`config.mk`:
```
export PLATFORM = sky130hd
export DESIGN_NAME = spi_slave_rx_flat
export DESIGN_NICKNAME = d
export VERILOG_FILES = /design/src/rtl/spi_slave_rx_if.sv /design/src/rtl/spi_slave_rx.sv /design/src/flat_wrapper.sv
export SDC_FILE = /design/constraint.sdc
export NUM_CORES = 1
export LEC_CHECK = 0
export ABC_CLOCK_PERIOD_IN_PS = 2300
export CORE_UTILIZATION = 46
export CTS_CLUSTER_DIAMETER = 200
export DETAILED_ROUTE_END_ITERATION = 7
export GPL_ROUTABILITY_DRIVEN = 0
export PLACE_DENSITY = 0.69
export SYNTH_ARGS = -nofsm -noshare
export SYNTH_HDL_FRONTEND = slang
export SYNTH_SLANG_ARGS = --single-unit
```
`constraint.sdc`:
```
create_clock -name clk -period 2.3 [get_ports clk]
set_input_delay 0.23 -clock clk [delete_from_list [all_inputs] [get_ports clk]]
set_output_delay 0.23 -clock clk [all_outputs]
set_load 0.01 [all_outputs]
```
`src/rtl/spi_slave_rx_if.sv`:
```
// Bus bundle for spi_slave_rx: SPI pins from the master plus the byte
// hand-off and status signals toward the consumer.
interface spi_slave_rx_if #(
  parameter int DATA_W = 8
);
  logic              sclk;
  logic              cs;
  logic              mosi;
  logic              rx_ready;
  logic [DATA_W-1:0] rx_data;
  logic              rx_valid;
  logic              frame_err;
  logic              overrun;
  logic              busy;

  modport slave (
    input  sclk, cs, mosi, rx_ready,
    output rx_data, rx_valid, frame_err, overrun, busy
  );

  modport master (
    output sclk, cs, mosi, rx_ready,
    input  rx_data, rx_valid, frame_err, overrun, busy
  );
endinterface

```
`src/rtl/spi_slave_rx.sv`:
```
// SPI receive-only slave, oversampled by clk: discards PRE_EDGES start pulses,
// then shifts DATA_W bits MSB first and hands the byte off with valid/ready.
//
// state   | meaning
// IDLE    | waiting for cs low
// PRE     | counting the start-phase sclk edges, mosi ignored
// SHIFT   | sampling payload bits on sclk rising edges
// WAIT_CS | byte done, ignoring sclk until cs goes high
module spi_slave_rx #(
  parameter int DATA_W    = 8,
  parameter int PRE_EDGES = 1
) (
  input  logic           clk,
  input  logic           rst,
  spi_slave_rx_if.slave  bus
);
  localparam int CNT_W = $clog2(DATA_W) + 1;
  localparam int PRE_W = (PRE_EDGES < 2) ? 1 : $clog2(PRE_EDGES);
  localparam logic [PRE_W-1:0] PRE_LAST = PRE_W'((PRE_EDGES > 0) ? PRE_EDGES - 1 : 0);
  localparam logic [CNT_W-1:0] BIT_LAST = CNT_W'(DATA_W - 1);

  typedef enum logic [1:0] {IDLE, PRE, SHIFT, WAIT_CS} state_t;

  logic [1:0]        sclk_sync_q, sclk_sync_d;
  logic [1:0]        cs_sync_q, cs_sync_d;
  logic [1:0]        mosi_sync_q, mosi_sync_d;
  logic              sclk_prev_q, sclk_prev_d;
  state_t            state_q, state_d;
  logic [PRE_W-1:0]  pre_cnt_q, pre_cnt_d;
  logic [CNT_W-1:0]  bit_cnt_q, bit_cnt_d;
  logic [DATA_W-1:0] shift_q, shift_d;
  logic [DATA_W-1:0] rx_data_q, rx_data_d;
  logic              rx_valid_q, rx_valid_d;
  logic              frame_err_q, frame_err_d;
  logic              overrun_q, overrun_d;

  logic              sclk_rise;
  logic              cs_hi;
  logic              mosi_s;
  logic              byte_done;
  logic [DATA_W-1:0] new_byte;

  always_comb begin
    sclk_sync_d = {sclk_sync_q[0], bus.sclk};
    cs_sync_d   = {cs_sync_q[0], bus.cs};
    mosi_sync_d = {mosi_sync_q[0], bus.mosi};
    sclk_prev_d = sclk_sync_q[1];
  end

  assign sclk_rise = sclk_sync_q[1] & ~sclk_prev_q;
  assign cs_hi     = cs_sync_q[1];
  assign mosi_s    = mosi_sync_q[1];
  assign new_byte  = {shift_q[DATA_W-2:0], mosi_s};

  // cs going high before the byte completes wins over a same-cycle sclk edge.
  always_comb begin
    state_d     = state_q;
    pre_cnt_d   = pre_cnt_q;
    bit_cnt_d   = bit_cnt_q;
    shift_d     = shift_q;
    frame_err_d = 1'b0;
    byte_done   = 1'b0;
    case (state_q)
      IDLE: begin
        if (!cs_hi) begin
          pre_cnt_d = '0;
          bit_cnt_d = '0;
          state_d   = (PRE_EDGES == 0) ? SHIFT : PRE;
        end
      end
      PRE: begin
        if (cs_hi) begin
          frame_err_d = 1'b1;
          state_d     = IDLE;
        end else if (sclk_rise) begin
          if (pre_cnt_q == PRE_LAST) state_d = SHIFT;
          else                       pre_cnt_d = pre_cnt_q + 1'b1;
        end
      end
      SHIFT: begin
        if (cs_hi) begin
          frame_err_d = 1'b1;
          shift_d     = '0;
          state_d     = IDLE;
        end else if (sclk_rise) begin
          shift_d   = new_byte;
          bit_cnt_d = bit_cnt_q + 1'b1;
          if (bit_cnt_q == BIT_LAST) begin
            byte_done = 1'b1;
            state_d   = WAIT_CS;
          end
        end
      end
      WAIT_CS: begin
        if (cs_hi) state_d = IDLE;
      end
      default: state_d = IDLE;
    endcase
  end

  // A byte arriving while the previous one is still pending and not taken is dropped.
  always_comb begin
    rx_data_d  = rx_data_q;
    rx_valid_d = rx_valid_q;
    overrun_d  = 1'b0;
    if (byte_done) begin
      if (!rx_valid_q || bus.rx_ready) begin
        rx_data_d  = new_byte;
        rx_valid_d = 1'b1;
      end else begin
        overrun_d = 1'b1;
      end
    end else if (rx_valid_q && bus.rx_ready) begin
      rx_valid_d = 1'b0;
    end
  end

  always_ff @(posedge clk) begin
    if (rst) begin
      sclk_sync_q <= 2'b00;
      cs_sync_q   <= 2'b11;
      mosi_sync_q <= 2'b00;
      sclk_prev_q <= 1'b0;
      state_q     <= IDLE;
      pre_cnt_q   <= '0;
      bit_cnt_q   <= '0;
      shift_q     <= '0;
      rx_data_q   <= '0;
      rx_valid_q  <= 1'b0;
      frame_err_q <= 1'b0;
      overrun_q   <= 1'b0;
    end else begin
      sclk_sync_q <= sclk_sync_d;
      cs_sync_q   <= cs_sync_d;
      mosi_sync_q <= mosi_sync_d;
      sclk_prev_q <= sclk_prev_d;
      state_q     <= state_d;
      pre_cnt_q   <= pre_cnt_d;
      bit_cnt_q   <= bit_cnt_d;
      shift_q     <= shift_d;
      rx_data_q   <= rx_data_d;
      rx_valid_q  <= rx_valid_d;
      frame_err_q <= frame_err_d;
      overrun_q   <= overrun_d;
    end
  end

  assign bus.rx_data   = rx_data_q;
  assign bus.rx_valid  = rx_valid_q;
  assign bus.frame_err = frame_err_q;
  assign bus.overrun   = overrun_q;
  assign bus.busy      = (state_q != IDLE);
endmodule

```
`src/flat_wrapper.sv`:
```
// flat-port wrapper written by rule: the top's interface ports become plain ports
module spi_slave_rx_flat 
#(
  parameter int DATA_W    = 8,
  parameter int PRE_EDGES = 1
)
  (clk, rst, bus_sclk, bus_cs, bus_mosi, bus_rx_ready, bus_rx_data, bus_rx_valid, bus_frame_err, bus_overrun, bus_busy);
  spi_slave_rx_if #(.DATA_W(DATA_W)) bus_i ();
  input  logic clk;
  input  logic rst;
  input wire logic [$bits(bus_i.sclk)-1:0] bus_sclk;
  input wire logic [$bits(bus_i.cs)-1:0] bus_cs;
  input wire logic [$bits(bus_i.mosi)-1:0] bus_mosi;
  input wire logic [$bits(bus_i.rx_ready)-1:0] bus_rx_ready;
  output wire logic [$bits(bus_i.rx_data)-1:0] bus_rx_data;
  output wire logic [$bits(bus_i.rx_valid)-1:0] bus_rx_valid;
  output wire logic [$bits(bus_i.frame_err)-1:0] bus_frame_err;
  output wire logic [$bits(bus_i.overrun)-1:0] bus_overrun;
  output wire logic [$bits(bus_i.busy)-1:0] bus_busy;
  assign bus_i.sclk = bus_sclk;
  assign bus_i.cs = bus_cs;
  assign bus_i.mosi = bus_mosi;
  assign bus_i.rx_ready = bus_rx_ready;
  assign bus_rx_data = bus_i.rx_data;
  assign bus_rx_valid = bus_i.rx_valid;
  assign bus_frame_err = bus_i.frame_err;
  assign bus_overrun = bus_i.overrun;
  assign bus_busy = bus_i.busy;
  spi_slave_rx #(.DATA_W(DATA_W), .PRE_EDGES(PRE_EDGES)) u_core (.clk(clk), .rst(rst), .bus(bus_i));
endmodule
```
Word-level counts from Yosys, hierarchy flattened. Cells that the tools add are included.

Bits in registers: 32. Bits in latches: 0. Bits in writable memories: 0. ROM bits: 0. Input bits: 6. Output and inout port bits: 12. Logic and storage cells: 80. Memories: 0.

$add $sub $neg: 2. Multipliers: 0. Div/mod/pow operators: 0. Order comparisons: 0. Equal/unequal tests: 15. Shift operators: 0. Muxes and demuxes: 29. Bitwise operators: 4. Reductions and logical operators: 18.

Operators with widths (number): $mux 2 (8); $mux 7 (2); $mux 1 (13); $mux 4 (3); $reduce_bool 2->1 (5); $ne 3x1->1 const B (3); $ne 2x2->1 const B (4); $pmux 2 s4 (1); $pmux 4 s2 (1); $reduce_and 4->1 (2); $ne 2x1->1 const B (3); $reduce_and 2->1 (3); $reduce_and 6->1 (1); $reduce_or 2->1 (3); $add 4x1->4 const B (1); $eq 2x2->1 const B (2); $eq 4x3->1 const B (1); $ne 3x2->1 const B (1); $not 1->1 (3); $eq 2x1->1 const B (1); $logic_not 2->1 (1); $pmux 1 s2 (1); $add 1x1->1 const B (1); $and 1x1->1 (1); other kinds (3) (3).

Longest topological paths before layout.
Depth in word-level cells: 7. Depth in mapped cells: 7. Gate-level depth less buffers: 6.

Worst setup path before layout. Ideal clock, no wire load.

Path kind: register to register. From: register u_core.state_q[0]. To: register u_core.rx_data_q[1], in the netlist u_core.bus.rx_data[1]. Library setup time: 0.128 ns. Data arrival time: 1.407 ns. Required time: 2.172 ns. Path slack: 0.765 ns. Stages on the path, launching flop included: 8. Clock period less this slack: 1.535 ns. Cell sequence: dfxtp_1 > inv_1 > ha_1 > and4bb_4 > and3_4 > buf_12 > mux2i_1 > nor2_1.

Longest elaborated chain between the ends: 3.

Ends and longest elaborated chain: from (decl) (line spi_slave_rx.sv:28) `state_t state_q, state_d;`; from (signal assigned) (line spi_slave_rx.sv:137) `state_q <= state_d;`; $eq 2x2->1 (line spi_slave_rx.sv:63) `case (state_q)`; $mux 1 (line spi_slave_rx.sv:63); $reduce_and 2->1 (no source line); to (signal assigned) (line spi_slave_rx.sv:141) `rx_data_q <= rx_data_d;`; to (decl) (line spi_slave_rx.sv:32) `logic [DATA_W-1:0] rx_data_q, rx_data_d;`.

Every way passes these cells. A chain may end at the register's enable or synchronous reset.

Worst setup path in the final report.
From: register u_core.state_q[1]. To: output bus_busy.

Longest elaborated chain between the ends: 1.

Ends and longest elaborated chain: $reduce_bool 2->1 (line spi_slave_rx.sv:152) `assign bus.busy = (state_q != IDLE);`; to (decl) (line flat_wrapper.sv:19) `output wire logic [$bits(bus_i.busy)-1:0] bus_busy;`.

Every way passes these cells.

==> results.md <==
- Net count after synthesis: 131
- Critical Path AT: 1.63 ns
- Hold Path Class: reg2reg
- Clock Root Buffer: clkbuf_4
- Pwr dens: 628 nW/um^2
- # Max-Cap Violations: 0
- EDFF count, synth: 0
- RSZ-0062 raised after global routing: false
- Sinks on Clock Net: 31
- CTS Buffer Depth: 2
- Avg Vias per Cell: 5.13
- Post-route clock skew: 0.00676 ns
- Yosys reg bits: 31
- Core Rows: 18
- Register area: 621 um^2
- Yosys top cell area share: 51.1%
- DIE HEIGHT: 53.4 um
- Most common cell after layout, fill and taps aside: dfxtp_1
- Layout cells sized above 1: 8.57%
- CTS tree: built
- Worst-path maximum fanout: 4
- First-pass GRT wire length: 3.18 mm
- DP HPWL: 1.33 mm
- Area of the multi-input gates: 547 um^2
- Chip width: 53.4 um
- Crit path max-delay cell type: clkdlybuf4s50_1
- # setup viols final: 0
- Post-synth cell types: 27
- Worst path cell trace: inv_1, ha_1, inv_1, clkdlybuf4s50_1
- Utilization after layout: 58.3%
- Setup_tns: 0 ns
- Final Cell Area: 1440 um^2
- Leak: 0.532 nW
- Status: finished, final reports clean
- Worst hold slack: 0.420 ns
- Worst-path clk slew: 0.09 ns
- Setup crit start kind: register
- Cts bufs inserted: 5
- Syn_area_per_cell: 10.2 um^2
- Slowest stage delay, CP: 0.52 ns
- Io pins: 18
- Initial DRC Count: 11
- Core area: 2480 um^2
- Routed WL: 1.97 mm
- Starting density of the core: 49.0%
- Total gr overflow: 0
- CP dominant cell by count: inv_1
- Final #Nets: 151
- Top cells by area, synth: dfxtp_1 51%, mux2i_1 7.4%, nor2_1 7.1%
- Crit. End Element: primary output
- Final ANT Viol Nets: 0
- Sequential element share of the synthesized area: 51.1%
- Post-Syn Area: 1210 um^2
- PostCTS Resize Cnt: 0
- Min Clock Period, post-route: 1.86 ns
- Ys flop type: dfxtp_1
- Vias post-DR: 872
- Post-Place Cell Area: 1390 um^2
- Final Hold Vio Count: 0
- Total track usage: 16.4%
- Async S/R FF share, synth: 0%
- Die area: 2850 um^2
- Clock Latency Late Sink: 0.33 ns
- Synth Instances: 119
- Hold_buf cts: 0
- DRT Pass-1 Iters: 3
- Vias in the first global route: 774
- Ant diodes: 0
- Htree depth: 2
- VDD IR max: 0.434 mV
- Synthesis Warnings: 0
- DR WL/cell: 11.6 um
- Initial antenna violation count: 0
- Worst slew pin tran: 0.492 ns
- P&R area growth vs syn: 18.8%
- PortBufs: 17
- Final period utilization: 80.8%
- # Post-CTS Setup Buffers: 0
- Most frequent cells in the layout: 31 x dfxtp_1, 23 x nor2_1, 17 x clkdlybuf4s50_1
- Pwr Total: 0.000906 W
- Final slew viol count: 0
- Cell taking the most area after synthesis: dfxtp_1
- Filler Cells Inserted: 221
- Rel. slew slack: 67.0%
- DRC Markers: 0
- Largest net degree at the start of global routing: 31
- Required @ worst endpoint: 2.07 ns
- Crit Path Category: reg2out
- Maximum clock rate: 538 MHz
==> through the flow <==
stage | instances | setup WS [ns]
after global routing | 170 | 0.365
after detailed placement | 162 | 0.552
after CTS | 170 | 0.424
after floorplan | 119 | 0.765
final | 170 | 0.442
after global placement | 162 | 0.604
==> synth_stat cells, drive strengths merged (2+ instances only) <==
cell type	instances
a21oi	3
a22oi	8
and3b	2
buf	2
clkbuf	3
dfxtp	31
ha	6
inv	3
mux2i	9
nand2	2
nand2b	3
nor2	23
nor2b	6
nor3	2
nor3b	2
o21ai	2
or2	3
xor2	2
==> worst paths after layout <==
kind | from | cells past startpoint | slack (ns) | end
max reg2reg | u_core.state_q[0] | 6 | 0.54 | u_core.bus.rx_data[5]
max | u_core.state_q[1] | 4 | 0.44 | bus_busy
min reg2reg | u_core.cs_sync_q[0] | 1 | 0.42 | u_core.cs_sync_q[1]
min | u_core.cs_sync_q[0] | 1 | 0.42 | u_core.cs_sync_q[1]
==> cells by family (layout without fill, tap and decap cells) <==
| logic type | Yosys count | after routing | synth area share [%] |
|---|---|---|---|
| fa+ha+maj | 6 | 6 | 6.18 |
| xor+xnor | 2 | 2 | 1.44 |
| mux | 9 | 9 | 7.42 |
| buf+inv | 8 | 29 | 3.91 |
| compound gates | 16 | 16 | 8.96 |
| simple gates | 47 | 47 | 21.0 |
| flops | 31 | 31 | 51.1 |
==> per-layer routing <==
metal,global-route usage (%),part of all wire [%],vias to the layer above
li1,-,-,446
met1,18.5,49,405
met2,24.6,45,16
met3,8.62,4.7,5
met4,8.77,1.8,0
met5,0,0,-
==> area by class of cell <==
cell class	instances	area share, %
Sequential cell	31	43.0
Inverter	3	0.780
Timing Repair Buffer	18	12.3
Clock buffer	7	3.12
Multi-Input combinational cell	80	37.9
Tap cell	30	2.60
Clock inverter	1	0.347
==> registers in the layout, summed over array words and instances, names as in the netlist <==
name	count
u_core.cs_sync_q	2
u_core.shift_q	7
u_core.state_q	2
u_core.bus.overrun	1
u_core.bus.rx_valid	1
u_core.bit_cnt_q	4
u_core.mosi_sync_q	2
u_core.sclk_sync_q	2
u_core.bus.rx_data	8
u_core.sclk_prev_q	1
u_core.bus.frame_err	1
==> power breakdown <==
group          leakage [nW]  switching (W)  internal [W]
logic                 0.251      0.0000297     0.0000336
registers             0.251     0.00000605      0.000546
clock network        0.0293       0.000173      0.000119
total                 0.532       0.000208      0.000698
==> worst max-delay path: cells and delay by family (launching register included) <==
family     cells  cell delay [ns]
fa+ha+maj      1             0.23
buf+inv        3             0.69
flops          1             0.38
No activity file was read; power rests on OpenSTA's default activity.
